$ cat src/rtl/uart_receiver_if.sv
// Consumer-facing side of the UART receiver: received word, status flags
// and the read acknowledge that retires DataReady.
`timescale 1ns/1ps
interface uart_receiver_if #(
    parameter int DATA_BITS = 8
);
    logic [DATA_BITS-1:0] Data;
    logic                 DataReady;
    logic                 FramingError;
    logic                 ParityError;
    logic                 OverrunError;
    logic                 ReadAck;

    modport master (
        output Data, DataReady, FramingError, ParityError, OverrunError,
        input  ReadAck
    );

    modport slave (
        input  Data, DataReady, FramingError, ParityError, OverrunError,
        output ReadAck
    );
endinterface

$ cat src/rtl/uart_receiver.sv
// Oversampled UART receiver: 2-flop line synchronizer, start-glitch rejection,
// optional parity, framing/overrun detection and break hold-off.
`timescale 1ns/1ps
module uart_receiver #(
    parameter int DATA_BITS  = 8,
    parameter int OVERSAMPLE = 16
) (
    input  logic Clock,
    input  logic ResetN,
    input  logic SamplingTick,
    input  logic SerialIn,
    input  logic ParityEnable,
    input  logic ParityOdd,
    output logic Busy,
    uart_receiver_if.master rx
);
    localparam int TW = (OVERSAMPLE > 2) ? $clog2(OVERSAMPLE) : 1;
    localparam int BW = (DATA_BITS > 2) ? $clog2(DATA_BITS) : 1;
    localparam logic [TW-1:0] TICK_LAST = TW'(OVERSAMPLE - 1);
    localparam logic [TW-1:0] TICK_HALF = TW'(OVERSAMPLE / 2 - 1);
    localparam logic [BW-1:0] BIT_LAST  = BW'(DATA_BITS - 1);

    typedef enum logic [2:0] {
        IDLE, START, DATA, PARITY, STOP, BREAK_WAIT
    } state_t;

    logic                 sync_meta_q, rxs_q;
    state_t               state_q, state_d;
    logic [TW-1:0]        tick_q, tick_d;
    logic [BW-1:0]        bit_q, bit_d;
    logic [DATA_BITS-1:0] shift_q, shift_d;
    logic                 par_en_q, par_en_d;
    logic                 par_odd_q, par_odd_d;
    logic                 perr_cand_q, perr_cand_d;
    logic [DATA_BITS-1:0] data_q, data_d;
    logic                 ready_q, ready_d;
    logic                 ferr_q, ferr_d;
    logic                 perr_q, perr_d;
    logic                 oerr_q, oerr_d;
    logic                 done;
    logic                 centre;

    // Synchronizer resets to the idle line level so reset release never fakes a start bit
    always_ff @(posedge Clock or negedge ResetN) begin
        if (!ResetN) begin
            sync_meta_q <= 1'b1;
            rxs_q       <= 1'b1;
        end else begin
            sync_meta_q <= SerialIn;
            rxs_q       <= sync_meta_q;
        end
    end

    always_ff @(posedge Clock or negedge ResetN) begin
        if (!ResetN) begin
            state_q     <= IDLE;
            tick_q      <= '0;
            bit_q       <= '0;
            shift_q     <= '0;
            par_en_q    <= 1'b0;
            par_odd_q   <= 1'b0;
            perr_cand_q <= 1'b0;
            data_q      <= '0;
            ready_q     <= 1'b0;
            ferr_q      <= 1'b0;
            perr_q      <= 1'b0;
            oerr_q      <= 1'b0;
        end else begin
            state_q     <= state_d;
            tick_q      <= tick_d;
            bit_q       <= bit_d;
            shift_q     <= shift_d;
            par_en_q    <= par_en_d;
            par_odd_q   <= par_odd_d;
            perr_cand_q <= perr_cand_d;
            data_q      <= data_d;
            ready_q     <= ready_d;
            ferr_q      <= ferr_d;
            perr_q      <= perr_d;
            oerr_q      <= oerr_d;
        end
    end

    always_comb begin
        state_d     = state_q;
        tick_d      = tick_q;
        bit_d       = bit_q;
        shift_d     = shift_q;
        par_en_d    = par_en_q;
        par_odd_d   = par_odd_q;
        perr_cand_d = perr_cand_q;
        data_d      = data_q;
        ready_d     = ready_q;
        ferr_d      = ferr_q;
        perr_d      = perr_q;
        oerr_d      = oerr_q;
        done        = 1'b0;
        centre      = SamplingTick && (tick_q == TICK_LAST);

        unique case (state_q)
            IDLE: begin
                if (SamplingTick && !rxs_q) begin
                    state_d   = START;
                    tick_d    = '0;
                    bit_d     = '0;
                    par_en_d  = ParityEnable;
                    par_odd_d = ParityOdd;
                end
            end
            START: begin
                if (SamplingTick) begin
                    if (tick_q == TICK_HALF) begin
                        state_d = rxs_q ? IDLE : DATA;
                        tick_d  = '0;
                    end else begin
                        tick_d = tick_q + TW'(1);
                    end
                end
            end
            DATA: begin
                if (centre) begin
                    tick_d  = '0;
                    shift_d = {rxs_q, shift_q[DATA_BITS-1:1]};
                    if (bit_q == BIT_LAST) begin
                        bit_d   = '0;
                        state_d = par_en_q ? PARITY : STOP;
                    end else begin
                        bit_d = bit_q + BW'(1);
                    end
                end else if (SamplingTick) begin
                    tick_d = tick_q + TW'(1);
                end
            end
            PARITY: begin
                if (centre) begin
                    tick_d      = '0;
                    perr_cand_d = ((^shift_q) ^ rxs_q) != par_odd_q;
                    state_d     = STOP;
                end else if (SamplingTick) begin
                    tick_d = tick_q + TW'(1);
                end
            end
            STOP: begin
                if (centre) begin
                    tick_d  = '0;
                    done    = 1'b1;
                    state_d = rxs_q ? IDLE : BREAK_WAIT;
                end else if (SamplingTick) begin
                    tick_d = tick_q + TW'(1);
                end
            end
            BREAK_WAIT: begin
                if (SamplingTick && rxs_q) state_d = IDLE;
            end
            default: state_d = IDLE;
        endcase

        // A completing frame takes priority over a coincident read acknowledge
        if (done) begin
            data_d  = shift_q;
            ferr_d  = ~rxs_q;
            perr_d  = par_en_q & perr_cand_q;
            oerr_d  = ready_q & ~rx.ReadAck;
            ready_d = 1'b1;
        end else if (rx.ReadAck) begin
            ready_d = 1'b0;
        end
    end

    assign Busy            = (state_q != IDLE);
    assign rx.Data         = data_q;
    assign rx.DataReady    = ready_q;
    assign rx.FramingError = ferr_q;
    assign rx.ParityError  = perr_q;
    assign rx.OverrunError = oerr_q;
endmodule

$ cat src/flat_wrapper.sv
// flat-port wrapper written by rule: the top's interface ports become plain ports
module uart_receiver_flat 
#(
    parameter int DATA_BITS  = 8,
    parameter int OVERSAMPLE = 16
)
  (Clock, ResetN, SamplingTick, SerialIn, ParityEnable, ParityOdd, Busy, rx_Data, rx_DataReady, rx_FramingError, rx_ParityError, rx_OverrunError, rx_ReadAck);
  uart_receiver_if #(.DATA_BITS(DATA_BITS)) rx_i ();
  input  logic Clock;
  input  logic ResetN;
  input  logic SamplingTick;
  input  logic SerialIn;
  input  logic ParityEnable;
  input  logic ParityOdd;
  output logic Busy;
  output wire logic [$bits(rx_i.Data)-1:0] rx_Data;
  output wire logic [$bits(rx_i.DataReady)-1:0] rx_DataReady;
  output wire logic [$bits(rx_i.FramingError)-1:0] rx_FramingError;
  output wire logic [$bits(rx_i.ParityError)-1:0] rx_ParityError;
  output wire logic [$bits(rx_i.OverrunError)-1:0] rx_OverrunError;
  input wire logic [$bits(rx_i.ReadAck)-1:0] rx_ReadAck;
  assign rx_Data = rx_i.Data;
  assign rx_DataReady = rx_i.DataReady;
  assign rx_FramingError = rx_i.FramingError;
  assign rx_ParityError = rx_i.ParityError;
  assign rx_OverrunError = rx_i.OverrunError;
  assign rx_i.ReadAck = rx_ReadAck;
  uart_receiver #(.DATA_BITS(DATA_BITS), .OVERSAMPLE(OVERSAMPLE)) u_core (.Clock(Clock), .ResetN(ResetN), .SamplingTick(SamplingTick), .SerialIn(SerialIn), .ParityEnable(ParityEnable), .ParityOdd(ParityOdd), .Busy(Busy), .rx(rx_i));
endmodule
$ cat config.mk
export PLATFORM = sky130hd
export DESIGN_NAME = uart_receiver_flat
export DESIGN_NICKNAME = d
export VERILOG_FILES = /design/src/rtl/uart_receiver_if.sv /design/src/rtl/uart_receiver.sv /design/src/flat_wrapper.sv
export SDC_FILE = /design/constraint.sdc
export NUM_CORES = 1
export LEC_CHECK = 0
export CAP_MARGIN = 0
export CORE_ASPECT_RATIO = 0.75
export CORE_MARGIN = 4
export CORE_UTILIZATION = 28
export DETAILED_ROUTE_END_ITERATION = 10
export PLACE_DENSITY = 0.57
export REMOVE_ABC_BUFFERS = 1
export SKIP_LAST_GASP = 1
export SLEW_MARGIN = 40
export SYNTH_ARGS = -nofsm -noshare
export SYNTH_HDL_FRONTEND = slang
export SYNTH_SLANG_ARGS = --single-unit
$ cat constraint.sdc
create_clock -name Clock -period 1.9 [get_ports Clock]
set_input_delay 0.285 -clock Clock [delete_from_list [all_inputs] [get_ports Clock]]
set_output_delay 0.285 -clock Clock [all_outputs]
set_load 0.05 [all_outputs]
==> reports/metrics.yaml, run 1 <==
worst_pin_slew_ns: 0.499
post-cts-setup-buffers: 0
reg2reg_from: "u_core.state_q[0]"
detailroute.via_count: 1082
setup_viol: 0
syn_to_final_growth_pct: 24.7
setup_ws_ns: 0.137
max_slew_margin_pct: 66.6
chipWidth_um: 97.6
power_density_nw_per_um2: 1100
synth.most_common_cell: "dfrtp_1"
synth.area.mux_share_pct: 15.4
fmax_mhz: 567
overflow: 0
cts_buffers: 5
finalSetupTns_ns: 0
crit_fanout: 13
ys_ff_latch: 35
drt-initial-drc-count: 108
total_power_mw: 2.30
cpLargestDelayFamily: "flip-flops"
syn_inst: 133
worstSkewPairLatency_ns: 0.29
crit_path_start: "u_core.state_q[0]"
hold_viol: 0
rsz0062_at_grt: "no"
postSynth.asyncResetShare_pct: 100
start_util_pct: 28.9
syn-mean-instance-area_um2: 12.7
core_um2: 5830
max_stage_delay_ns: 0.56
synth_top_family_by_area: "multiplexers"
cts.repair.resized: 0
yosysWarnings: 0
hold_class: "flop to flop"
cts-root-buf: "clkbuf_8"
place.gp.congestion: 0.797
cts-hold-fix-buffers: 0
worstPathCellList: "and2b_1, a2111o_1, o2111ai_2, mux2_1"
ir_drop_mv: 0.326
dpl.hpwl_um: 2230
synth_edf_count: 0
die_h_um: 75.2
grt_pass1_vias: 1133
drv_cap: 0
dpl_worst_slack_ns: -0.104
min_path_cells: 0
synth_compound_area_share_pct: 8.99
synth_xor_area_share_pct: 5.50
skew_ns: 0.00674
netlist.area_leader.share_pct: 49.0
layout-drive-gt1-share_pct: 24.5
crit_arrival_ns: 1.93
path_buf_inv: 0
path_class: "flop to flop"
synth_area_leaders: "dfrtp_1 49%, mux2_2 10%, mux2_1 5.3%"
grt_pass1_wl_um: 5400
io_pins: 20
wl_per_cell_um: 13.1
nFillCells: 587
cts_sinks: 35
port-buffer-count: 19
drt_wl_total_um: 3110
ys_types: 38
vias_per_cell: 4.57
synth_area_leader_cell: "dfrtp_1"
antenna_cells: 0
min_period_ns: 1.76
synthAdderAreaFrac_pct: 2.23
critPathSlowestCell: "dfrtp_1"
num_rows: 24
synth_ff_type: "dfrtp_1"
antenna_found_initial: 0
critPathLaunchType: "flop"
yosysSeqAreaShare_pct: 52.2
hp-start: "u_core.sync_meta_q"
maxSlewViolCount: 0
critPathRequiredTime_ns: 2.07
finalCritPeriodShare_pct: 92.8
r2r_cells: 4
post-route-drc-count: 0
cts_buffer_depth: 2
grt_max_degree: 36
cp-end-kind: "flop"
htree_levels: 2
outcome: "finished clean"
clkSlewWorstSetupHoldPaths_ns: 0.07
syn_area_um2: 1680
synth_common_cells: "33 x dfrtp_1, 15 x mux2_2, 8 x mux2_1, 8 x xnor2_1, 7 x nand2_1"
p_leak_nw: 0.966
nets: 168
ant_nets: 0
worstSetupPathDepth: 4
drt-pass1-iter-count: 4
dieArea_um2: 7330
cts_tree: "yes"
grtUsageTotal_pct: 9.60
synth-simple-area-share_pct: 12.7
-- placed cells by master (no fill, tap or decap), drive strengths merged, types with 5 or more instances in the layout --
master,netlist,routed
a22o,5,5
buf,7,7
clkbuf,0,6
clkdlybuf4s50,0,18
dfrtp,33,33
mux2,23,23
nand2,8,8
nand3,5,5
o21ai,8,8
xnor2,8,8
-- worst paths after layout --
check | endpoint | slack (ns)
worst min register to register | u_core.rxs_q | 0.36
worst min-delay path | u_core.rxs_q | 0.36
min in group asynchronous | u_core.state_q[0] | 0.40
worst max register to register | u_core.state_q[2] | 0.14
max in group asynchronous | u_core.rxs_q | 1.15
worst max-delay path | u_core.state_q[2] | 0.14
-- where the power goes --
| part | switching [mW] | internal (mW) | leakage, nW |
|---|---|---|---|
| sequential | 0.134 | 0.828 | 0.470 |
| combinational | 0.270 | 0.286 | 0.431 |
| clock | 0.259 | 0.524 | 0.0654 |
-- metal layers --
metal,track usage (%),share of wire (%),vias to the layer above,wire length [um]
met5,0,0,-,0
met4,4.15,1.6,0,50
met3,4.26,4.9,4,151
met2,14.7,45,26,1410
met1,12.0,48,528,1490
li1,-,-,524,-
-- stage by stage --
step | area (um2) | instances | hold WS (ns) | util, %
after CTS | 2100 | 237 | 0.357 | 36.0
after floorplan | 1640 | 126 | -0.0106 | -
after global routing | 2100 | 237 | 0.358 | 36.0
after global placement | 1970 | 229 | 0.346 | 33.8
after detailed placement | 1970 | 229 | 0.347 | 33.8
final | 2100 | 237 | 0.356 | 36.0
-- state kept, by name, indices dropped and copies added, names as in the netlist --
signal and flops:
u_core.rx.ParityError 1, u_core.tick_q 4, u_core.rx.DataReady 1, u_core.bit_q 3, u_core.rx.OverrunError 1, u_core.shift_q 8, u_core.rxs_q 1, u_core.par_odd_q 1
u_core.par_en_q 1, u_core.rx.FramingError 1, u_core.sync_meta_q 1, u_core.perr_cand_q 1, u_core.rx.Data 8, u_core.state_q 3
-- logic make-up after synthesis --
kind of cell               after synthesis
and+or+nand+nor                         35
DFF                                     35
muxes                                   23
AOI/OAI and AO/OA                       20
xor gates and xnor gates                 9
buffers and inverters                    8
adders and majority gates                3
-- area by class of cell --
cell class | count | area [um2] | share of cell area (%)
tap | 78 | 97.6 | 4.65
clock buffer | 6 | 72.6 | 3.46
inverter | 1 | 3.75 | 0.179
clock inverter | 2 | 60.1 | 2.86
timing repair buffer | 25 | 233 | 11.1
sequential | 35 | 878 | 41.8
multi-input combinational | 90 | 754 | 35.9
Note: power is estimated with default switching activity, not from simulation.
==> run 2: changes to the inputs <==
- CORE_UTILIZATION: 28 -> 50
- PLACE_DENSITY: 0.57 -> 0.84
- clock period: 1.9 -> 1.95 ns (I/O delays scaled with it)
==> reports/metrics.yaml, run 2 (synthesis results as in run 1) <==
crit_arrival_ns: 1.92  # about the same
nFillCells: 216  # -63%
cts-hold-fix-buffers: 0  # unchanged
worst_pin_slew_ns: 0.511  # +0.0122 ns
path_class: "flop to flop"
nets: 166  # -1.2%
core_um2: 3080  # -47%
crit_fanout: 13  # unchanged
grt_pass1_wl_um: 5390  # -0.13%
cpLargestDelayFamily: "flip-flops"
cp-end-kind: "flop"
cts_buffers: 5  # unchanged
drt_wl_total_um: 3070  # -1.1%
max_stage_delay_ns: 0.56  # about the same
clkSlewWorstSetupHoldPaths_ns: 0.06  # about the same
critPathSlowestCell: "dfrtp_1"
antenna_cells: 0  # unchanged
place.gp.congestion: 0.835  # +4.7%
fmax_mhz: 567  # about the same
crit_path_start: "u_core.state_q[0]"
outcome: "finished clean"
hold_class: "flop to flop"
multi_input_area_um2: 754  # unchanged
detailroute.via_count: 1079  # -0.28%
worstSkewPairLatency_ns: 0.28  # about the same
cts_tree: "yes"
start_util_pct: 54.6  # +26 points
p_leak_nw: 0.941  # -2.6%
layout-drive-gt1-share_pct: 23.6  # -0.96 points
hp-start: "u_core.sync_meta_q"
path_buf_inv: 0  # unchanged
overflow: 0  # unchanged
setup_viol: 0  # unchanged
ir_drop_mv: 0.583  # +79%
syn_to_final_growth_pct: 18.4
min_period_ns: 1.76  # +0.00100 ns
drt-initial-drc-count: 36  # -67%
final_util_pct: 64.6  # +29 points
critPathRequiredTime_ns: 2.11  # +0.04 ns
register_area_um2: 878  # unchanged
io_pins: 20  # unchanged
antenna_found_initial: 0  # unchanged
hold_viol: 0  # unchanged
grtUsageTotal_pct: 16.8  # +7.2 points
post-route-drc-count: 0  # unchanged
dp.cells: 187  # -18%
num_rows: 17  # -29%
reg2reg_from: "u_core.state_q[0]"
finalInstanceArea_um2: 1990  # -5.1%
dpl.hpwl_um: 2240  # +0.62%
power_density_nw_per_um2: 1000  # -8.4%
vias_per_cell: 5.53  # +21%
drt-pass1-iter-count: 4  # unchanged
wl_per_cell_um: 15.8  # +20%
skew_ns: 0.00750  # +0.000760 ns
finalCritPeriodShare_pct: 90.5  # -2.3 points
drv_cap: 0  # unchanged
ant_nets: 0  # unchanged
cts_buffer_depth: 2  # unchanged
cts_sinks: 35  # unchanged
critPathLaunchType: "flop"
grt_max_degree: 36  # unchanged
rsz0062_at_grt: "no"
fin_cells: 195  # -18%
htree_levels: 2  # unchanged
chipWidth_um: 75.0  # -23%
cts.repair.resized: 0  # unchanged
grt_pass1_vias: 1129  # -0.35%
max_slew_margin_pct: 65.8  # -0.82 points
worstPathCellList: "and2b_1, a2111o_1, o2111ai_2, mux2_1"
port-buffer-count: 19  # unchanged
post-cts-setup-buffers: 0  # unchanged
maxSlewViolCount: 0  # unchanged
dieArea_um2: 4370  # -40%
die_h_um: 58.3  # -22%
post_dp_cell_area_um2: 1900  # -3.3%
mostFrequentLayoutCell: "dfrtp_1"
final_cell_mix: "33 x dfrtp_1, 18 x clkdlybuf4s50_1, 15 x mux2_2"
cts-root-buf: "clkbuf_8"
==> run 2: final timing paths <==
kind | slack, ns | to | depth (start not counted)
min in group asynchronous | 0.41 | u_core.tick_q[0] | 2
min | 0.36 | u_core.rxs_q | 0
max | 0.19 | u_core.state_q[1] | 4
max in group asynchronous | 1.20 | u_core.sync_meta_q | 2
min reg2reg | 0.36 | u_core.rxs_q | 0
max reg2reg | 0.19 | u_core.state_q[1] | 4
==> run 2: per-layer routing <==
metal	GRT usage, %	vias to the layer above	routed length, um
met3	6.24	7	121
met5	0	-	0
met4	5.58	0	38
met2	25.7	18	1490
li1	-	524	-
met1	22.1	530	1420
==> run 2: per-stage QoR <==
step	total power [mW]	hold WS, ns	setup TNS [ns]	worst slack, ns
2_1_floorplan	1.34	-0.00309	0	0.103
3_3_place_gp	1.46	0.348	0	0.0355
3_5_place_dp	1.49	0.350	-0.0321	-0.0132
4_1_cts	2.02	0.359	0	0.168
5_1_grt	2.14	0.370	0	0.0689
6_report	2.00	0.360	0	0.186
==> run 2: power breakdown <==
part | leakage (nW) | internal [mW] | switching (mW)
Combinational | 0.422 | 0.279 | 0.261
Sequential | 0.470 | 0.807 | 0.131
Clock | 0.0482 | 0.284 | 0.239
Total | 0.941 | 1.37 | 0.631
==> run 2: area by class of cell <==
| cell class | count | area share (%) |
|---|---|---|
| Clock buffer | 7 | 4.33 |
| Clock inverter | 1 | 0.251 |
| Inverter | 1 | 0.188 |
| Multi-Input combinational cell | 90 | 37.9 |
| Sequential cell | 35 | 44.1 |
| Tap cell | 38 | 2.39 |
| Timing Repair Buffer | 23 | 10.9 |
